<file path="config.mk">
export PLATFORM = sky130hd
export DESIGN_NAME = uart_word_assembler
export DESIGN_NICKNAME = d
export VERILOG_FILES = /design/src/rtl/uart_word_assembler.sv
export SDC_FILE = /design/constraint.sdc
export NUM_CORES = 1
export LEC_CHECK = 0
export ABC_AREA = 1
export CORE_MARGIN = 3
export CORE_UTILIZATION = 35
export CTS_CLUSTER_SIZE = 25
export DETAILED_ROUTE_END_ITERATION = 12
export MAX_ROUTING_LAYER = met4
export RECOVER_POWER = 25
export SYNTH_ARGS = -nofsm -noshare
export SYNTH_HDL_FRONTEND = slang
export SYNTH_SLANG_ARGS = --single-unit
export TNS_END_PERCENT = 10
</file>
<file path="constraint.sdc">
create_clock -name clk -period 3 [get_ports clk]
set_input_delay 0.6 -clock clk [delete_from_list [all_inputs] [get_ports clk]]
set_output_delay 0.6 -clock clk [all_outputs]
set_load 0.05 [all_outputs]
</file>
<file path="src/rtl/uart_word_assembler.sv">
// Packs UART receive bytes into NBYTES-wide words behind a valid/ready
// output register; partial words are dropped on idle timeout or clear.
module uart_word_assembler #(
  parameter int NBYTES         = 2,
  parameter bit LSB_FIRST      = 1'b1,
  parameter int TIMEOUT_CYCLES = 1000000
) (
  input  logic                        clk,
  input  logic                        reset,
  input  logic [7:0]                  rx_data,
  input  logic                        rx_ready,
  input  logic                        clear,
  output logic [8*NBYTES-1:0]         word_out,
  output logic                        word_valid,
  input  logic                        word_ready,
  output logic [$clog2(NBYTES+1)-1:0] byte_cnt,
  output logic                        overflow,
  output logic                        timeout_pulse
);

  localparam int W   = 8 * NBYTES;
  localparam int CW  = $clog2(NBYTES + 1);
  localparam int TW  = (TIMEOUT_CYCLES > 1) ? $clog2(TIMEOUT_CYCLES) : 1;
  localparam bit TEN = (TIMEOUT_CYCLES > 0);
  localparam logic [TW-1:0] TLAST =
    TW'(TEN ? TIMEOUT_CYCLES - 1 : 0);
  localparam logic [CW-1:0] CLAST = CW'(NBYTES - 1);

  typedef enum logic {
    IDLE,
    COLLECT
  } state_t;

  state_t        state, state_n;
  logic [W-1:0]  acc, acc_n, placed;
  logic [CW-1:0] cnt_n;
  logic [TW-1:0] idle, idle_n;
  logic          done, tout_n;

  // Current partial word with the incoming byte dropped into its slot.
  always_comb begin
    placed = acc;
    for (int k = 0; k < NBYTES; k++) begin
      if (byte_cnt == CW'(k)) begin
        if (LSB_FIRST) placed[8*k +: 8] = rx_data;
        else           placed[W-8-8*k +: 8] = rx_data;
      end
    end
  end

  always_comb begin
    state_n = state;
    cnt_n   = byte_cnt;
    acc_n   = acc;
    idle_n  = idle;
    done    = 1'b0;
    tout_n  = 1'b0;
    if (rx_ready) begin
      idle_n = '0;
      if (byte_cnt == CLAST) begin
        done    = 1'b1;
        state_n = IDLE;
        cnt_n   = '0;
        acc_n   = '0;
      end else begin
        state_n = COLLECT;
        cnt_n   = byte_cnt + CW'(1);
        acc_n   = placed;
      end
    end else if (TEN && state == COLLECT) begin
      if (idle == TLAST) begin
        state_n = IDLE;
        cnt_n   = '0;
        acc_n   = '0;
        idle_n  = '0;
        tout_n  = 1'b1;
      end else begin
        idle_n = idle + TW'(1);
      end
    end
  end

  always_ff @(posedge clk) begin
    if (reset) begin
      state         <= IDLE;
      acc           <= '0;
      byte_cnt      <= '0;
      idle          <= '0;
      word_out      <= '0;
      word_valid    <= 1'b0;
      overflow      <= 1'b0;
      timeout_pulse <= 1'b0;
    end else if (clear) begin
      state         <= IDLE;
      acc           <= '0;
      byte_cnt      <= '0;
      idle          <= '0;
      word_valid    <= 1'b0;
      overflow      <= 1'b0;
      timeout_pulse <= 1'b0;
    end else begin
      state         <= state_n;
      acc           <= acc_n;
      byte_cnt      <= cnt_n;
      idle          <= idle_n;
      timeout_pulse <= tout_n;
      // A held word blocks the new one unless consumed on this same edge.
      if (done) begin
        if (!word_valid || word_ready) begin
          word_out   <= placed;
          word_valid <= 1'b1;
        end else begin
          overflow <= 1'b1;
        end
      end else if (word_valid && word_ready) begin
        word_valid <= 1'b0;
      end
    end
  end

endmodule

</file>
==> summary.txt, run 1 <==
Min path
  • Min-delay worst type: reg -> reg
  • Cells on Worst Hold Path: 2
  • Hold_sp: acc[8]
  • Worst Hold Path EP: acc[8]

Synth
  • Post-Syn Nets: 382
  • Ys Warns: 0
  • Synth Register Bits: 58
  • Synth async-reset ratio: 0%
  • Most instantiated cells after synthesis: nand2_1, nor2_1, dfxtp_1
  • Mapped Area: 0.00276 mm²
  • Syn_area_per_cell: 7.49 µm²
  • Count of cell types in the netlist: 37
  • Synth top area share: 42.1%
  • Post-synth top flop: dfxtp_1
  • Sequential element share of the synthesized area: 42.1%
  • Synth top area cells: dfxtp_1, nand2_1, nor2_1, nand3_1, o21ai_0
  • Mapped Cells: 368
  • Post-synth EDFFs: 0
  • Area leader, netlist: dfxtp_1

STA
  • Setup ws final: 0.665 ns
  • Final clock skew: 0.00859 ns
  • Fin. Hold Viols: 0
  • Rel. slew slack: 41.8%
  • Setup tns final: 0 ns
  • Least-Margin Pin Slew: 0.869 ns
  • # setup viols final: 0
  • RSZ-0062 raised after global routing: no
  • F_max: 428 MHz
  • Final min period: 2.33 ns
  • Fin crit share: 77.8%
  • Final Slew Violations: 0

Route
  • Final WL: 6300 µm
  • Remaining DRCs: 0
  • Post-DRT Antenna Nets: 0
  • Via density: 4.76
  • Routed WL per cell: 12.4 µm
  • Vias post-DR: 2,417
  • DR iter-0 viols: 60
  • Router iterations before antenna repair: 4

Global route
  • First-pass GRT wire length: 10,200 µm
  • Vias in the first global route: 2,223
  • Tot GR Track Use: 15.2%
  • GR Overflow Total: 0
  • Initial antenna violation count: 0
  • Pin count of the biggest net entering global routing: 28

Setup path
  • Family with the most delay on the worst path: buffers and inverters
  • Critical path startpoint category: flop
  • Worst r2r dst: byte_cnt[1]
  • Setup CP Type: reg -> out
  • CP Cell Sequence: clkdlybuf4s50_1
  • Reg2reg path depth: 10
  • R2R Setup Slk: 1.02 ns
  • WP buf/inv: 1
  • Critical path startpoint: byte_cnt[0]
  • CP arrival: 1.73 ns
  • Crit. End Element: output port
  • Crit-path max cell delay: 0.87 ns
  • Worst EP required: 2.40 ns
  • R2r startpoint: idle[0]
  • Worst-path maximum fanout: 8
  • Critical path's slowest cell: clkdlybuf4s50_1

Clock tree
  • Clock Sinks: 58
  • TritonCTS Buffers: 9
  • CTS tree: done
  • Post-CTS Setup Inserts: 0
  • Clock tree root driver cell: clkbuf_8
  • CTS HTree Levels: 3
  • Clk_lat worst skew: 0.34 ns
  • CTS clk-pin slew, worst paths: 0.07 ns
  • Clk buf depth: 2
  • Gates resized, CTS repair: 0
  • # hold bufs at CTS: 0

Placement
  • Number of I/O port buffers: 33
  • Final HPWL DP: 4630 µm
  • Gp weighted congestion: 0.877
  • Post-Place Worst Slack: 0.603 ns

Die
  • Full die area: 0.00898 mm²
  • I/O Pins: 34
  • Die Wd: 94.8 µm
  • Initial core utilization: 37.0%
  • Chip height: 94.8 µm
  • Standard-cell rows: 31
  • Core area: 0.00745 mm²

Flow run
  • MaxCap Viol Count: 0

Pwr
  • PwrDens: 468 mW/mm²
  • Leakage power: 1.32 nW
  • Max rail drop VDD: 0.226 mV

Run status
  • Outcome: complete, no violations

Finish
  • Area Growth Syn to Fin: 19.4%
  • Diode count: 0
  • Fin nets: 418
  • Layout cells sized above 1: 11.2%
[sequential cells by signal (all words and copies together), names as in the netlist]
name and count:
state 1, acc 16, word_valid 1, word_out 16, timeout_pulse 1, idle 20, byte_cnt 2, overflow 1
[power breakdown]
group | switching (W) | internal, W | leakage [nW] | total (W)
logic | 0.0000689 | 0.0000387 | 0.763 | 0.000108
registers | 0.00000843 | 0.000780 | 0.469 | 0.000789
clock network | 0.000340 | 0.000304 | 0.0858 | 0.000644
total | 0.000418 | 0.00112 | 1.32 | 0.00154
[final cells by class]
cell class | instances | area [µm²]
Clock inverter | 7 | 55.1
Timing Repair Buffer | 34 | 338
Clock buffer | 9 | 124
Multi-Input combinational cell | 255 | 1320
Fill cell | 766 | 4150
Inverter | 46 | 175
Sequential cell | 58 | 1160
Tap cell | 99 | 124
[layer usage]
metal	share of wire, %	global-route usage [%]	wire, µm
met3	3.7	5.26	232
met2	44	22.5	2790
met4	1.7	5.65	108
met1	50	19.0	3170
met5	0	-	0
[placed cells by master (no fill, tap or decap), types with 2 or more instances in the layout]
| master | n |
|---|---|
| nor2_1 | 62 |
| nand2_1 | 61 |
| dfxtp_1 | 58 |
| inv_1 | 38 |
| nand3_1 | 36 |
| o21ai_0 | 32 |
| clkdlybuf4s50_1 | 32 |
| a21oi_1 | 13 |
| clkbuf_8 | 9 |
| inv_2 | 6 |
| xor2_1 | 6 |
| nand4_1 | 6 |
| nor2_4 | 4 |
| nor2_2 | 4 |
| nand2_2 | 3 |
| nand2_4 | 3 |
| nor3_1 | 3 |
| xnor2_1 | 3 |
| mux2i_1 | 3 |
| clkinv_4 | 3 |
| nand3_2 | 2 |
| a211oi_2 | 2 |
| clkinvlp_4 | 2 |
[cell families (layout without fill, tap and decap cells)]
family	Yosys count	in the layout	synth area share [%]
compound gates	53	53	11.2
flops	58	58	42.1
simple gates	189	189	33.8
buf+inv	55	96	8.53
xor+xnor	9	9	2.86
fa+ha+maj	1	1	0.454
mux	3	3	1.09
[worst reg2reg max path: cells and delay by family, from the launching register on]
kind / cells / cell delay, ns
and+or+nand+nor: 7 / 1.04
buffers and inverters: 2 / 0.23
DFF: 1 / 0.39
adders and majority gates: 1 / 0.22
[stage by stage]
stage                     power (W)  instances  util [%]  area [µm²]  hold WS (ns)
after floorplan            0.000876        368         -        2760         0.435
after global placement     0.000917        492      42.4        3160         0.443
after detailed placement   0.000918        492      42.4        3160         0.448
after CTS                   0.00156        508      44.8        3340         0.460
after global routing        0.00161        508      44.2        3290         0.472
final                       0.00154        508      44.2        3290         0.460
[worst max-delay path by stage]
stage	endpoint	slack, ns	cells past startpoint
after floorplan	word_out[8]	1.35	8
after global placement	idle[2]	0.71	6
after detailed placement	idle[2]	0.60	6
after CTS	byte_cnt[0]	0.59	1
after global routing	idle[2]	0.53	6
final	byte_cnt[0]	0.67	1
Note: power is estimated with default switching activity, not from simulation.
==> run 2, diff against run 1 <==
==> constraint.sdc (replaced) <==
create_clock -name clk -period 2 [get_ports clk]
set_input_delay 0.4 -clock clk [delete_from_list [all_inputs] [get_ports clk]]
set_output_delay 0.4 -clock clk [all_outputs]
set_load 0.05 [all_outputs]
==> run 2 against run 1 <==
Sequential share of layout area decreased by 0.73 points; die area unchanged; global-route usage increased by 1.7 points; critical path depth unchanged; clock skew decreased by 0.0014 ns; register-to-register slack got worse by 0.70 ns; worst setup slack got worse by 0.56 ns; worst hold slack got worse by 0.0029 ns; via count increased by 1.4%; design area increased by 2.1%; critical path type unchanged.
==> summary.txt, run 2 (same netlist as run 1, synthesis figures left out) <==
Finish
  • Most frequent cells in the layout: nand2_1, nor2_1, dfxtp_1
  • Diode count: 0 (unchanged)
  • Max reg flops: 20 (unchanged)
  • Biggest register: idle
  • Top Registers: idle: 20 flops, acc: 16 flops, word_out: 16 flops
  • Fin nets: 421 (+0.72%)
  • Layout cells sized above 1: 12.4% (+1.1 points)
  • Fillers: 795 (+3.8%)
  • Design area: 0.00336 mm² (+2.1%)
  • Area Growth Syn to Fin: 22.0%

Route
  • Vias post-DR: 2,451 (+1.4%)
  • Via density: 4.80 (+0.81%)
  • Final WL: 6620 µm (+5.2%)
  • Router iterations before antenna repair: 4 (unchanged)
  • Post-DRT Antenna Nets: 0 (unchanged)
  • Remaining DRCs: 0 (unchanged)
  • DR iter-0 viols: 102 (+70%)
  • Routed WL per cell: 13.0 µm (+4.6%)

Die
  • Core area: 0.00745 mm² (unchanged)
  • I/O Pins: 34 (unchanged)
  • Die Wd: 94.8 µm (unchanged)
  • Initial core utilization: 37.0% (unchanged)
  • Standard-cell rows: 31 (unchanged)
  • Full die area: 0.00898 mm² (unchanged)
  • Chip height: 94.8 µm (unchanged)

Setup path
  • Critical path's slowest cell: clkdlybuf4s50_1
  • WP buf/inv: 1 (unchanged)
  • Setup CP Type: reg -> out
  • Critical path startpoint category: flop
  • Crit-path max cell delay: 0.82 ns (-0.05 ns)
  • Worst EP required: 1.60 ns (-0.80 ns)
  • Worst-path maximum fanout: 2 (-6)
  • Family with the most delay on the worst path: buffers and inverters
  • Crit. End Element: output port
  • CP arrival: 1.50 ns (-0.23 ns)
  • CP Cell Sequence: clkdlybuf4s50_1

STA
  • WHS: 0.457 ns (-0.00290 ns)
  • Setup tns final: 0 ns (unchanged)
  • Final Slew Violations: 0 (unchanged)
  • Fin crit share: 94.9%
  • Setup ws final: 0.101 ns (-0.564 ns)
  • # setup viols final: 0 (unchanged)
  • RSZ-0062 raised after global routing: no
  • Final min period: 1.90 ns
  • F_max: 527 MHz
  • Rel. slew slack: 64.2% (+22 points)
  • Least-Margin Pin Slew: 0.536 ns (-0.333 ns)
  • Final clock skew: 0.00716 ns (-0.00143 ns)
  • Fin. Hold Viols: 0 (unchanged)

Global route
  • Pin count of the biggest net entering global routing: 28 (unchanged)
  • Vias in the first global route: 2,383 (+7.2%)
  • First-pass GRT wire length: 11,300 µm (+11%)
  • Initial antenna violation count: 0 (unchanged)
  • Tot GR Track Use: 16.8% (+1.7 points)
  • GR Overflow Total: 0 (unchanged)

Flow run
  • MaxCap Viol Count: 0 (unchanged)

Clock tree
  • Clk buf depth: 2 (unchanged)
  • Clock Sinks: 58 (unchanged)
  • CTS clk-pin slew, worst paths: 0.07 ns (about the same)
  • CTS HTree Levels: 3 (unchanged)
  • CTS tree: done
  • TritonCTS Buffers: 9 (unchanged)
  • Clk_lat worst skew: 0.34 ns (about the same)
  • Clock tree root driver cell: clkbuf_8

Placement
  • Post-Place Worst Slack: 0.180 ns (-0.424 ns)
  • Gp weighted congestion: 0.884 (+0.86%)
  • Post-place instance area: 0.00318 mm² (+0.63%)
  • Number of I/O port buffers: 33 (unchanged)
  • Final HPWL DP: 4870 µm (+5.3%)

Min path
  • Min-delay worst type: reg -> reg

Pwr
  • Leakage power: 1.37 nW (+3.8%)
  • PwrDens: 732 mW/mm² (+56%)
  • Max rail drop VDD: 0.403 mV (+78%)
  • Final Power: 0.00246 W (+60%)

Run status
  • Outcome: complete, no violations
run 2: cell types whose count changed in the layout (fill, tap and decap cells not counted), moves of 2 or more:
cell             change
buf_4                +3
clkdlybuf4s50_1      -3
clkinv_4             -3
clkbuf_8             +2
inv_1                +2
run 2: per-stage QoR:
stage          utilization (%)  cells
6_report                  45.2    511
5_1_grt                   45.2    511
4_1_cts                   45.4    511
3_5_place_dp              42.7    495
3_3_place_gp              42.7    495
2_1_floorplan                -    368
run 2: final cells by class:
cell class / instances / area [µm²] / share of cell area (%)
clock inverter: 4 / 50.0 / 1.49
timing repair buffer: 37 / 358 / 10.6
tap: 99 / 124 / 3.68
inverter: 46 / 173 / 5.13
clock buffer: 12 / 155 / 4.61
sequential: 58 / 1160 / 34.5
multi-input combinational: 255 / 1340 / 39.9
run 2: worst register-to-register path, stage by stage, from the launching register on:
cell and delay (ns):
dfxtp_1 0.52, nand3_1 0.19, nor2_1 0.12, nand2_1 0.15, inv_2 0.37, nand3_1 0.12
o211a_1 0.13
run 2: report_power, final:
group | switching, W | total (W) | internal (W)
Combinational | 0.000108 | 0.000168 | 0.0000606
Clock | 0.000469 | 0.00111 | 0.000641
Sequential | 0.0000115 | 0.00118 | 0.00117
Total | 0.000588 | 0.00246 | 0.00187
run 2: repair_timing:
item / 4_1_cts / 5_1_grt
endpoints found under the setup margin: 0 / 1
endpoints found under the hold margin: 0 / 0
resized for setup: 0 / 1
setup buffers: 0 / 0
hold buffers: 0 / 0
run 2: path summary, 6_finish.rpt:
kind | slack (ns) | from | cells after the start | endpoint
setup / recovery | 0.10 | word_out[9] | 1 | word_out[9]
hold / removal | 0.46 | acc[13] | 2 | acc[13]
setup reg to reg | 0.32 | byte_cnt[0] | 6 | word_out[8]
hold reg to reg | 0.46 | acc[13] | 2 | acc[13]
run 2: metal layers:
| layer | vias up | GRT usage [%] | share of wire (%) | wire, µm |
|---|---|---|---|---|
| met4 | 0 | 5.89 | 1.9 | 124 |
| met3 | 12 | 5.58 | 4.8 | 317 |
| met1 | 1125 | 20.8 | 48 | 3160 |
| li1 | 1262 | - | - | - |
| met5 | - | - | 0 | 0 |
| met2 | 52 | 25.7 | 46 | 3020 |
==> run 3, diff against run 2 <==
--- a/config.mk
+++ b/config.mk
@@ -8,6 +8,7 @@
 export ABC_AREA = 1
 export CORE_MARGIN = 3
 export CORE_UTILIZATION = 35
+export CTS_CLUSTER_DIAMETER = 150
 export CTS_CLUSTER_SIZE = 25
 export DETAILED_ROUTE_END_ITERATION = 12
 export MAX_ROUTING_LAYER = met4
==> results of run 3 <==
The final DEF is identical to that of run 2; final timing and power are the same.
